File: src/rtl/vga_pkg.sv
// Shared video types, standard timing sets and the colour-bar table.
// Latency: none (declarations only).
// Backpressure: none.
package vga_pkg;

  typedef struct packed {
    logic [7:0] r;
    logic [7:0] g;
    logic [7:0] b;
  } rgb_t;

  // 1280x1024 @ 60 Hz
  localparam int SXGA_H_DISP   = 1280;
  localparam int SXGA_H_FPORCH = 48;
  localparam int SXGA_H_SYNC   = 112;
  localparam int SXGA_H_BPORCH = 248;
  localparam int SXGA_V_DISP   = 1024;
  localparam int SXGA_V_FPORCH = 1;
  localparam int SXGA_V_SYNC   = 3;
  localparam int SXGA_V_BPORCH = 38;

  // 640x480 @ 60 Hz
  localparam int VGA_H_DISP    = 640;
  localparam int VGA_H_FPORCH  = 16;
  localparam int VGA_H_SYNC    = 96;
  localparam int VGA_H_BPORCH  = 48;
  localparam int VGA_V_DISP    = 480;
  localparam int VGA_V_FPORCH  = 10;
  localparam int VGA_V_SYNC    = 2;
  localparam int VGA_V_BPORCH  = 33;

  // Colour bars, left to right
  localparam rgb_t BAR_COLORS [0:7] = '{
    24'hFFFFFF, // white
    24'hFFFF00, // yellow
    24'h00FFFF, // cyan
    24'h00FF00, // green
    24'hFF00FF, // magenta
    24'hFF0000, // red
    24'h0000FF, // blue
    24'h000000  // black
  };

  function automatic rgb_t bar_color(input logic [2:0] idx);
    return BAR_COLORS[idx];
  endfunction

endpackage

File: src/rtl/vga_timing_counter.sv
// Raster counters producing registered coordinates, DE, sync, frame strobe and frame count.
// Latency: every output is one register stage behind the h/v counters.
// Backpressure: none; free-running on the pixel clock.
module vga_timing_counter
  import vga_pkg::*;
#(
  parameter int H_DISP    = SXGA_H_DISP,
  parameter int H_FPORCH  = SXGA_H_FPORCH,
  parameter int H_SYNC    = SXGA_H_SYNC,
  parameter int H_BPORCH  = SXGA_H_BPORCH,
  parameter int V_DISP    = SXGA_V_DISP,
  parameter int V_FPORCH  = SXGA_V_FPORCH,
  parameter int V_SYNC    = SXGA_V_SYNC,
  parameter int V_BPORCH  = SXGA_V_BPORCH,
  parameter bit HS_POL    = 1'b0,
  parameter bit VS_POL    = 1'b0,
  parameter int PIX_WIDTH = 12
) (
  input  logic                 clk_vga,
  input  logic                 rst,
  output logic [PIX_WIDTH-1:0] pix_x,
  output logic [PIX_WIDTH-1:0] pix_y,
  output logic                 pix_de,
  output logic                 hs,
  output logic                 vs,
  output logic                 frame_start,
  output logic [15:0]          frame_cnt
);

  localparam int H_TOTAL = H_DISP + H_FPORCH + H_SYNC + H_BPORCH;
  localparam int V_TOTAL = V_DISP + V_FPORCH + V_SYNC + V_BPORCH;
  localparam int CW      = 16;

  localparam logic [CW-1:0] H_LAST   = CW'(H_TOTAL - 1);
  localparam logic [CW-1:0] V_LAST   = CW'(V_TOTAL - 1);
  localparam logic [CW-1:0] H_ACT    = CW'(H_DISP);
  localparam logic [CW-1:0] V_ACT    = CW'(V_DISP);
  localparam logic [CW-1:0] H_SYNC_S = CW'(H_DISP + H_FPORCH);
  localparam logic [CW-1:0] H_SYNC_E = CW'(H_DISP + H_FPORCH + H_SYNC);
  localparam logic [CW-1:0] V_SYNC_S = CW'(V_DISP + V_FPORCH);
  localparam logic [CW-1:0] V_SYNC_E = CW'(V_DISP + V_FPORCH + V_SYNC);

  logic [CW-1:0] h_cnt;
  logic [CW-1:0] v_cnt;
  logic          active;
  logic          hs_act;
  logic          vs_act;
  logic          frame_wrap;

  assign active     = (h_cnt < H_ACT) && (v_cnt < V_ACT);
  assign hs_act     = (h_cnt >= H_SYNC_S) && (h_cnt < H_SYNC_E);
  assign vs_act     = (v_cnt >= V_SYNC_S) && (v_cnt < V_SYNC_E);
  assign frame_wrap = (h_cnt == H_LAST) && (v_cnt == V_LAST);

  // Raster position: h wraps every line, v advances on each h wrap
  always_ff @(posedge clk_vga) begin
    if (rst) begin
      h_cnt <= '0;
      v_cnt <= '0;
    end else if (h_cnt == H_LAST) begin
      h_cnt <= '0;
      v_cnt <= (v_cnt == V_LAST) ? '0 : v_cnt + 1'b1;
    end else begin
      h_cnt <= h_cnt + 1'b1;
    end
  end

  // Register coordinate-side outputs from the counters; coordinates read 0 outside the active area
  always_ff @(posedge clk_vga) begin
    if (rst) begin
      pix_x       <= '0;
      pix_y       <= '0;
      pix_de      <= 1'b0;
      hs          <= ~HS_POL;
      vs          <= ~VS_POL;
      frame_start <= 1'b0;
    end else begin
      pix_x       <= active ? PIX_WIDTH'(h_cnt) : '0;
      pix_y       <= active ? PIX_WIDTH'(v_cnt) : '0;
      pix_de      <= active;
      hs          <= hs_act ? HS_POL : ~HS_POL;
      vs          <= vs_act ? VS_POL : ~VS_POL;
      frame_start <= active && (h_cnt == '0) && (v_cnt == '0);
    end
  end

  // Count a frame only when the raster completes it; a reset drops any partial frame
  always_ff @(posedge clk_vga) begin
    if (rst) begin
      frame_cnt <= '0;
    end else if (frame_wrap) begin
      frame_cnt <= frame_cnt + 16'd1;
    end
  end

endmodule

File: src/rtl/vga_layer_compositor.sv
// VGA output stage: raster timing, fixed-priority layer merge (lowest index wins), aligned sync/DE/RGB.
// Latency: coordinates to RGB/sync/DE is LAYER_LATENCY+1 cycles; optional colour bars via COMPOSITOR_TEST_PATTERN_EN.
// Backpressure: none; layers must answer exactly LAYER_LATENCY cycles after each coordinate.
module vga_layer_compositor
  import vga_pkg::*;
#(
  parameter int          H_DISP        = SXGA_H_DISP,
  parameter int          H_FPORCH      = SXGA_H_FPORCH,
  parameter int          H_SYNC        = SXGA_H_SYNC,
  parameter int          H_BPORCH      = SXGA_H_BPORCH,
  parameter int          V_DISP        = SXGA_V_DISP,
  parameter int          V_FPORCH      = SXGA_V_FPORCH,
  parameter int          V_SYNC        = SXGA_V_SYNC,
  parameter int          V_BPORCH      = SXGA_V_BPORCH,
  parameter bit          HS_POL        = 1'b0,
  parameter bit          VS_POL        = 1'b0,
  parameter int          PIX_WIDTH     = 12,
  parameter int          LAYER_CNT     = 2,
  parameter int          LAYER_LATENCY = 1,
  parameter logic [23:0] BG_COLOR      = 24'h000000
) (
  input  logic                    clk_vga,
  input  logic                    rst,
  input  logic [LAYER_CNT*24-1:0] layer_data_i,
  input  logic [LAYER_CNT-1:0]    layer_en_i,
  input  logic [LAYER_CNT-1:0]    layer_mask_i,
`ifdef COMPOSITOR_TEST_PATTERN_EN
  input  logic                    test_pattern_i,
`endif
  output logic [PIX_WIDTH-1:0]    pix_x_o,
  output logic [PIX_WIDTH-1:0]    pix_y_o,
  output logic                    pix_de_o,
  output logic                    frame_start_o,
  output logic [15:0]             frame_cnt_o,
  output logic                    vga_hs_o,
  output logic                    vga_vs_o,
  output logic                    vga_de_o,
  output logic [7:0]              vga_r_o,
  output logic [7:0]              vga_g_o,
  output logic [7:0]              vga_b_o
);

  localparam int         DL        = LAYER_LATENCY + 1;
  localparam logic [2:0] SYNC_IDLE = {~HS_POL, ~VS_POL, 1'b0};

  logic       tc_hs;
  logic       tc_vs;
  logic [2:0] sync_in;            // {hs, vs, de} as issued with the coordinates
  logic [2:0] sync_q [1:DL];
  logic       blank_de;           // DE belonging to the layer data presented this cycle
  rgb_t       merged;
  rgb_t       pixel_sel;
  rgb_t       rgb_q;

  vga_timing_counter #(
    .H_DISP    (H_DISP),
    .H_FPORCH  (H_FPORCH),
    .H_SYNC    (H_SYNC),
    .H_BPORCH  (H_BPORCH),
    .V_DISP    (V_DISP),
    .V_FPORCH  (V_FPORCH),
    .V_SYNC    (V_SYNC),
    .V_BPORCH  (V_BPORCH),
    .HS_POL    (HS_POL),
    .VS_POL    (VS_POL),
    .PIX_WIDTH (PIX_WIDTH)
  ) u_timing (
    .clk_vga     (clk_vga),
    .rst         (rst),
    .pix_x       (pix_x_o),
    .pix_y       (pix_y_o),
    .pix_de      (pix_de_o),
    .hs          (tc_hs),
    .vs          (tc_vs),
    .frame_start (frame_start_o),
    .frame_cnt   (frame_cnt_o)
  );

  assign sync_in = {tc_hs, tc_vs, pix_de_o};

  // Sync/DE shift line; reset fills every stage with inactive levels
  always_ff @(posedge clk_vga) begin
    if (rst) begin
      for (int i = 1; i <= DL; i++) sync_q[i] <= SYNC_IDLE;
    end else begin
      sync_q[1] <= sync_in;
      for (int i = 2; i <= DL; i++) sync_q[i] <= sync_q[i-1];
    end
  end

  // Tap one stage short of the output: the merge register adds the final stage
  generate
    if (LAYER_LATENCY == 0) begin : g_tap_direct
      assign blank_de = sync_in[0];
    end else begin : g_tap_line
      assign blank_de = sync_q[LAYER_LATENCY][0];
    end
  endgenerate

  // Fixed-priority merge: scan downwards so the lowest qualifying layer overwrites last
  always_comb begin
    merged = BG_COLOR;
    for (int k = LAYER_CNT - 1; k >= 0; k--) begin
      if (layer_en_i[k] && layer_mask_i[k]) merged = layer_data_i[24*k +: 24];
    end
  end

`ifdef COMPOSITOR_TEST_PATTERN_EN
  localparam int BAR_W = (H_DISP / 8 > 0) ? H_DISP / 8 : 1;

  logic [PIX_WIDTH-1:0] bar_full;
  logic [2:0]           bar_now;
  logic [2:0]           bar_aligned;

  assign bar_full = pix_x_o / PIX_WIDTH'(BAR_W);
  assign bar_now  = (bar_full > PIX_WIDTH'(7)) ? 3'd7 : bar_full[2:0];

  // Delay the bar index so it lines up with layer data of the same pixel
  generate
    if (LAYER_LATENCY == 0) begin : g_bar_direct
      assign bar_aligned = bar_now;
    end else begin : g_bar_line
      logic [2:0] bar_q [1:LAYER_LATENCY];
      // Bar index shift line, same depth as the layer round trip
      always_ff @(posedge clk_vga) begin
        if (rst) begin
          for (int i = 1; i <= LAYER_LATENCY; i++) bar_q[i] <= 3'd0;
        end else begin
          bar_q[1] <= bar_now;
          for (int i = 2; i <= LAYER_LATENCY; i++) bar_q[i] <= bar_q[i-1];
        end
      end
      assign bar_aligned = bar_q[LAYER_LATENCY];
    end
  endgenerate

  // Colour bars replace the layer merge while the pattern is selected
  always_comb begin
    pixel_sel = merged;
    if (test_pattern_i) pixel_sel = bar_color(bar_aligned);
  end
`else
  // Without the pattern option the merge result goes straight to the output register
  always_comb begin
    pixel_sel = merged;
  end
`endif

  // Output colour register, forced to black whenever the aligned DE is low
  always_ff @(posedge clk_vga) begin
    if (rst) begin
      rgb_q <= '0;
    end else if (!blank_de) begin
      rgb_q <= '0;
    end else begin
      rgb_q <= pixel_sel;
    end
  end

  assign vga_hs_o = sync_q[DL][2];
  assign vga_vs_o = sync_q[DL][1];
  assign vga_de_o = sync_q[DL][0];
  assign vga_r_o  = rgb_q.r;
  assign vga_g_o  = rgb_q.g;
  assign vga_b_o  = rgb_q.b;

endmodule

File: config.mk
export PLATFORM = sky130hd
export DESIGN_NAME = vga_layer_compositor
export DESIGN_NICKNAME = d
export VERILOG_FILES = /design/src/rtl/vga_pkg.sv /design/src/rtl/vga_timing_counter.sv /design/src/rtl/vga_layer_compositor.sv
export SDC_FILE = /design/constraint.sdc
export NUM_CORES = 1
export LEC_CHECK = 0
export BUFFER_PORTS_ARGS = -buffer_cell sky130_fd_sc_hd__buf_4
export CAP_MARGIN = 10
export CORE_ASPECT_RATIO = 1.5
export CORE_MARGIN = 1
export CORE_UTILIZATION = 47
export CTS_CLUSTER_SIZE = 12
export DETAILED_ROUTE_END_ITERATION = 7
export PLACE_DENSITY = 0.87
export SYNTH_ARGS = -nofsm -noshare
export SYNTH_HDL_FRONTEND = slang
export SYNTH_HIERARCHICAL = 1
export SYNTH_SLANG_ARGS = --single-unit
File: constraint.sdc
create_clock -name clk_vga -period 1.9 [get_ports clk_vga]
set_input_delay 0.38 -clock clk_vga [delete_from_list [all_inputs] [get_ports clk_vga]]
set_output_delay 0.38 -clock clk_vga [all_outputs]
set_load 0.005 [all_outputs]
==> results summary <==
The flow ran to the end, but the final reports show violations. The checks that failed: setup timing. The post-synthesis cell area is 0.00435 mm2. The endpoint kind of the worst setup timing path is a flip-flop. The maximum number of pins on one net before global-route repair is 34. The sequential-to-total area share from yosys stat is roughly 49%. The path class of the tightest hold or removal check is in2reg. The routed wire length per instance is 17.5 um. The final count of negative-setup-slack endpoints is 1. The final estimated routing congestion in global placement came out at about 1. The post-route worst setup slack came out at -0.00275 ns.

The length of routed met2 wiring is 6710 um. The biggest fanout along the worst timing path came out at 16. The number of cells on the worst reg-to-reg path came out at 7. The number of antenna violations at the first check in global routing is 0. The wire length of the first global-routing pass came out at around 19,000 um. The worst register-to-register path begins at u_timing/v_cnt[15]$_SDFFE_PP0P_. The die area is 0.00966 mm2. The Yosys warning count is 6. Detailed placement finished with a half-perimeter wire length of 8440 um. After detailed routing, the number of remaining DRC violations is 0. The final worst hold slack is 0.239 ns.

Global routing used about a quarter of the available tracks across all layers. The number of H-tree branching levels is 3. Max-cap violations in this run came to 0. The leakage power came out at between 2 and 3 nW.

The kind of start point of the critical path is a flip-flop. Buffers inserted to repair hold after CTS numbered 0. The detailed-route wire length came out at around 12,000 um. The detailed router put a total of 4300 um of wire on met1. The detailed router's first-iteration violation count is 361. Of all flip-flops after synthesis, the portion carrying an async set or reset was 0%.

The total power per unit cell area is between 700 and 800 mW/mm2. The CTS tree is done. In the layout the commonest cells are buf_4, dfxtp_1, a21oi_1. The total global routing overflow came out at 0. After layout, the worst path uses 100% of the clock period.

The most used flip-flop cell after synthesis is dfxtp_1. The max-slew violation total from the final report is 0. The total count of hold-check failures in the final report is 0.

The clock latency on the worst-skew pair came out at between 0.3 and 0.4 ns. The highest signal layer in the routed design is met4. The required time at the endpoint of the critical path came out at 2.12 ns. The number of global-route vias before repair is 3,983.

The finished layout holds about 710 standard cells, fillers aside. The layout overhead on the synthesized area is 41.4%. The number of iterations in the first detailed-routing pass came out at 5. The number of input and output port buffers inserted came out at 122. The number of different library cells in the post-synthesis netlist is 48. The diode insertion count for antenna repair is 0. For hold timing, the worst endpoint is vga_r_o[1]$_SDFF_PP0_. In this run the remaining antenna-violating nets after routing total 0. Static timing analysis puts the maximum clock frequency at roughly 530 MHz. The reg2reg setup slack is -0.003 ns. Once the floorplan was initialized, standard cells occupied 49.0% of the core. The relative slew slack came out at a little over two fifths.

Clock-pin slew was measured on the worst setup and hold paths at 0.07 ns. The number of flops mapped to enable cells by yosys came out at 0. The number of CTS-inserted buffers is 9.

The horizontal die dimension came out at 80.6 um. Setup repair after global routing could not meet its margin everywhere. The floorplan step defined a core boundary enclosing 0.00888 mm2. The routed design uses 1020 um of met3 wire.

Synthesis produced 444 cells. The slew at the pin with the worst max-slew slack came out at about 0.85 ns. The post-route netlist has between 30% and 40% of its cells at a drive strength greater than 1.

In the final design database the tool counted 658 nets. Adding up every negative setup slack in the final design gives -0.00275 ns. Across the VDD grid, the largest voltage drop is 0.000670 V. The number of cells in the design after placement is slightly below 700. The total vias in the final route came out at around 4,300. The average instance in the mapped netlist occupies around 9.8 um2. The critical path in this run is classified as reg2reg. Data arrives at the worst endpoint at ~2.1 ns.

Overall power consumption after layout is estimated at 4.50 mW. The capturing point of the worst reg2reg path is u_timing/frame_cnt[2]$_SDFFE_PP0P_. The floorplan die height came out at 120 um. The most common cell after layout, fill and taps aside is buf_4. The final critical delay including setup and external delays came out at around 1.9 ns. The startpoint identified for the worst hold timing path is layer_data_i[17].

The final setup skew came out at 0.00577 ns. The register bit total from synthesis is 106. After detailed routing, the number of vias per cell comes to 5.98. The floorplan row count is 42.

Pin placement for this block handled 123 I/O pins. Cells fill 69.3% of the core in the end. The cell sitting at the root of the clock tree is a clkbuf_16.

The largest buffer count on any clock path is 2. The CTS sink count came out at 106. The cell depth of the worst hold path is 2.
==> worst max-delay path, cell delays in order, from the launching register on <==
cell and delay (ns):
dfxtp_1 0.33, nor4_2 0.35, nand4_1 0.16, buf_6 0.16, buf_4 0.14, clkbuf_16 0.17
o31ai_1 0.36, a21oi_1 0.11
==> power by group <==
group / switching, mW / internal [mW] / total, mW
clock network: 0.810 / 1.19 / 2.00
logic: 0.0941 / 0.139 / 0.233
registers: 0.0135 / 2.25 / 2.26
==> through the flow <==
| step | setup slack [ns] | area [um2] |
|---|---|---|
| after floorplan | 0.0103 | 4370 |
| after global placement | 0.0356 | 5650 |
| after detailed placement | -0.0453 | 5650 |
| after CTS | 0.000736 | 6020 |
| after global routing | -0.0773 | 6150 |
| final | -0.00275 | 6150 |
==> how the worst max path moves through the flow <==
stage | slack (ns) | end | cells past startpoint | startpoint
2_1_floorplan | 0.01 | u_timing/v_cnt[11]$_SDFFE_PP0P_ | 7 | u_timing/h_cnt[0]$_SDFF_PP0_
3_3_place_gp | 0.04 | u_timing/frame_cnt[15]$_SDFFE_PP0P_ | 5 | u_timing/v_cnt[8]$_SDFFE_PP0P_
3_5_place_dp | -0.05 | u_timing/v_cnt[7]$_SDFFE_PP0P_ | 6 | u_timing/h_cnt[1]$_SDFF_PP0_
4_1_cts | 0.0007 | u_timing/v_cnt[9]$_SDFFE_PP0P_ | 6 | u_timing/h_cnt[0]$_SDFF_PP0_
5_1_grt | -0.08 | u_timing/frame_cnt[2]$_SDFFE_PP0P_ | 7 | u_timing/v_cnt[15]$_SDFFE_PP0P_
6_report | -0.003 | u_timing/frame_cnt[2]$_SDFFE_PP0P_ | 7 | u_timing/v_cnt[15]$_SDFFE_PP0P_
==> metal layers <==
layer | GRT usage (%) | vias to the layer above
met5 | 0 | -
met4 | 14.0 | 0
met3 | 6.39 | 43
met2 | 45.5 | 235
met1 | 25.8 | 2021
li1 | - | 1962
==> logic make-up (layout without fill, tap and decap cells) <==
group                      after synthesis  after routing  share of synthesized area [%]
and+or+nand+nor                        181            181                           26.8
xor gates and xnor gates                12             12                           2.42
buffers and inverters                   46            203                           5.12
muxes                                    2              2                          0.489
adders and majority gates                6              6                           1.73
AOI/OAI and AO/OA                       90             90                           14.6
other                                    1              3                         0.0862
DFF                                    106            106                           48.8
==> state kept, by name (all words and copies together), names as in the netlist, 8 cells and up <==
name,cells
u_timing/v_cnt,16
vga_r_o,8
u_timing/pix_x,12
u_timing/frame_cnt,16
u_timing/h_cnt,16
vga_b_o,8
u_timing/pix_y,12
vga_g_o,8
==> synth_stat cells, types with 11 or more instances <==
cell type / n / area [um2]
a21oi_1: 32 / 160
a32o_1: 22 / 220
and2_1: 24 / 150
and4_1: 13 / 114
clkbuf_1: 18 / 67.6
dfxtp_1: 106 / 2120
inv_1: 11 / 41.3
nand2_1: 16 / 60.1
nand3_1: 21 / 105
nand4_1: 13 / 81.3
nor2_1: 16 / 60.1
o31ai_1: 20 / 150
or4_1: 21 / 158
==> final cells by class <==
class,count,area [um2]
clock inverter,6,90.1
timing repair buffer,176,1410
sequential,106,2130
tap,110,138
inverter,11,41.3
clock buffer,10,239
fill,616,2730
multi-input combinational,294,2110
==> timing repair <==
action	CTS	global route
resized for setup	7	18
gates cloned	0	2
pin swaps	0	14
endpoints found under the setup margin	11	22
buffers inserted	0	2
No activity file was read; power rests on OpenSTA's default activity.
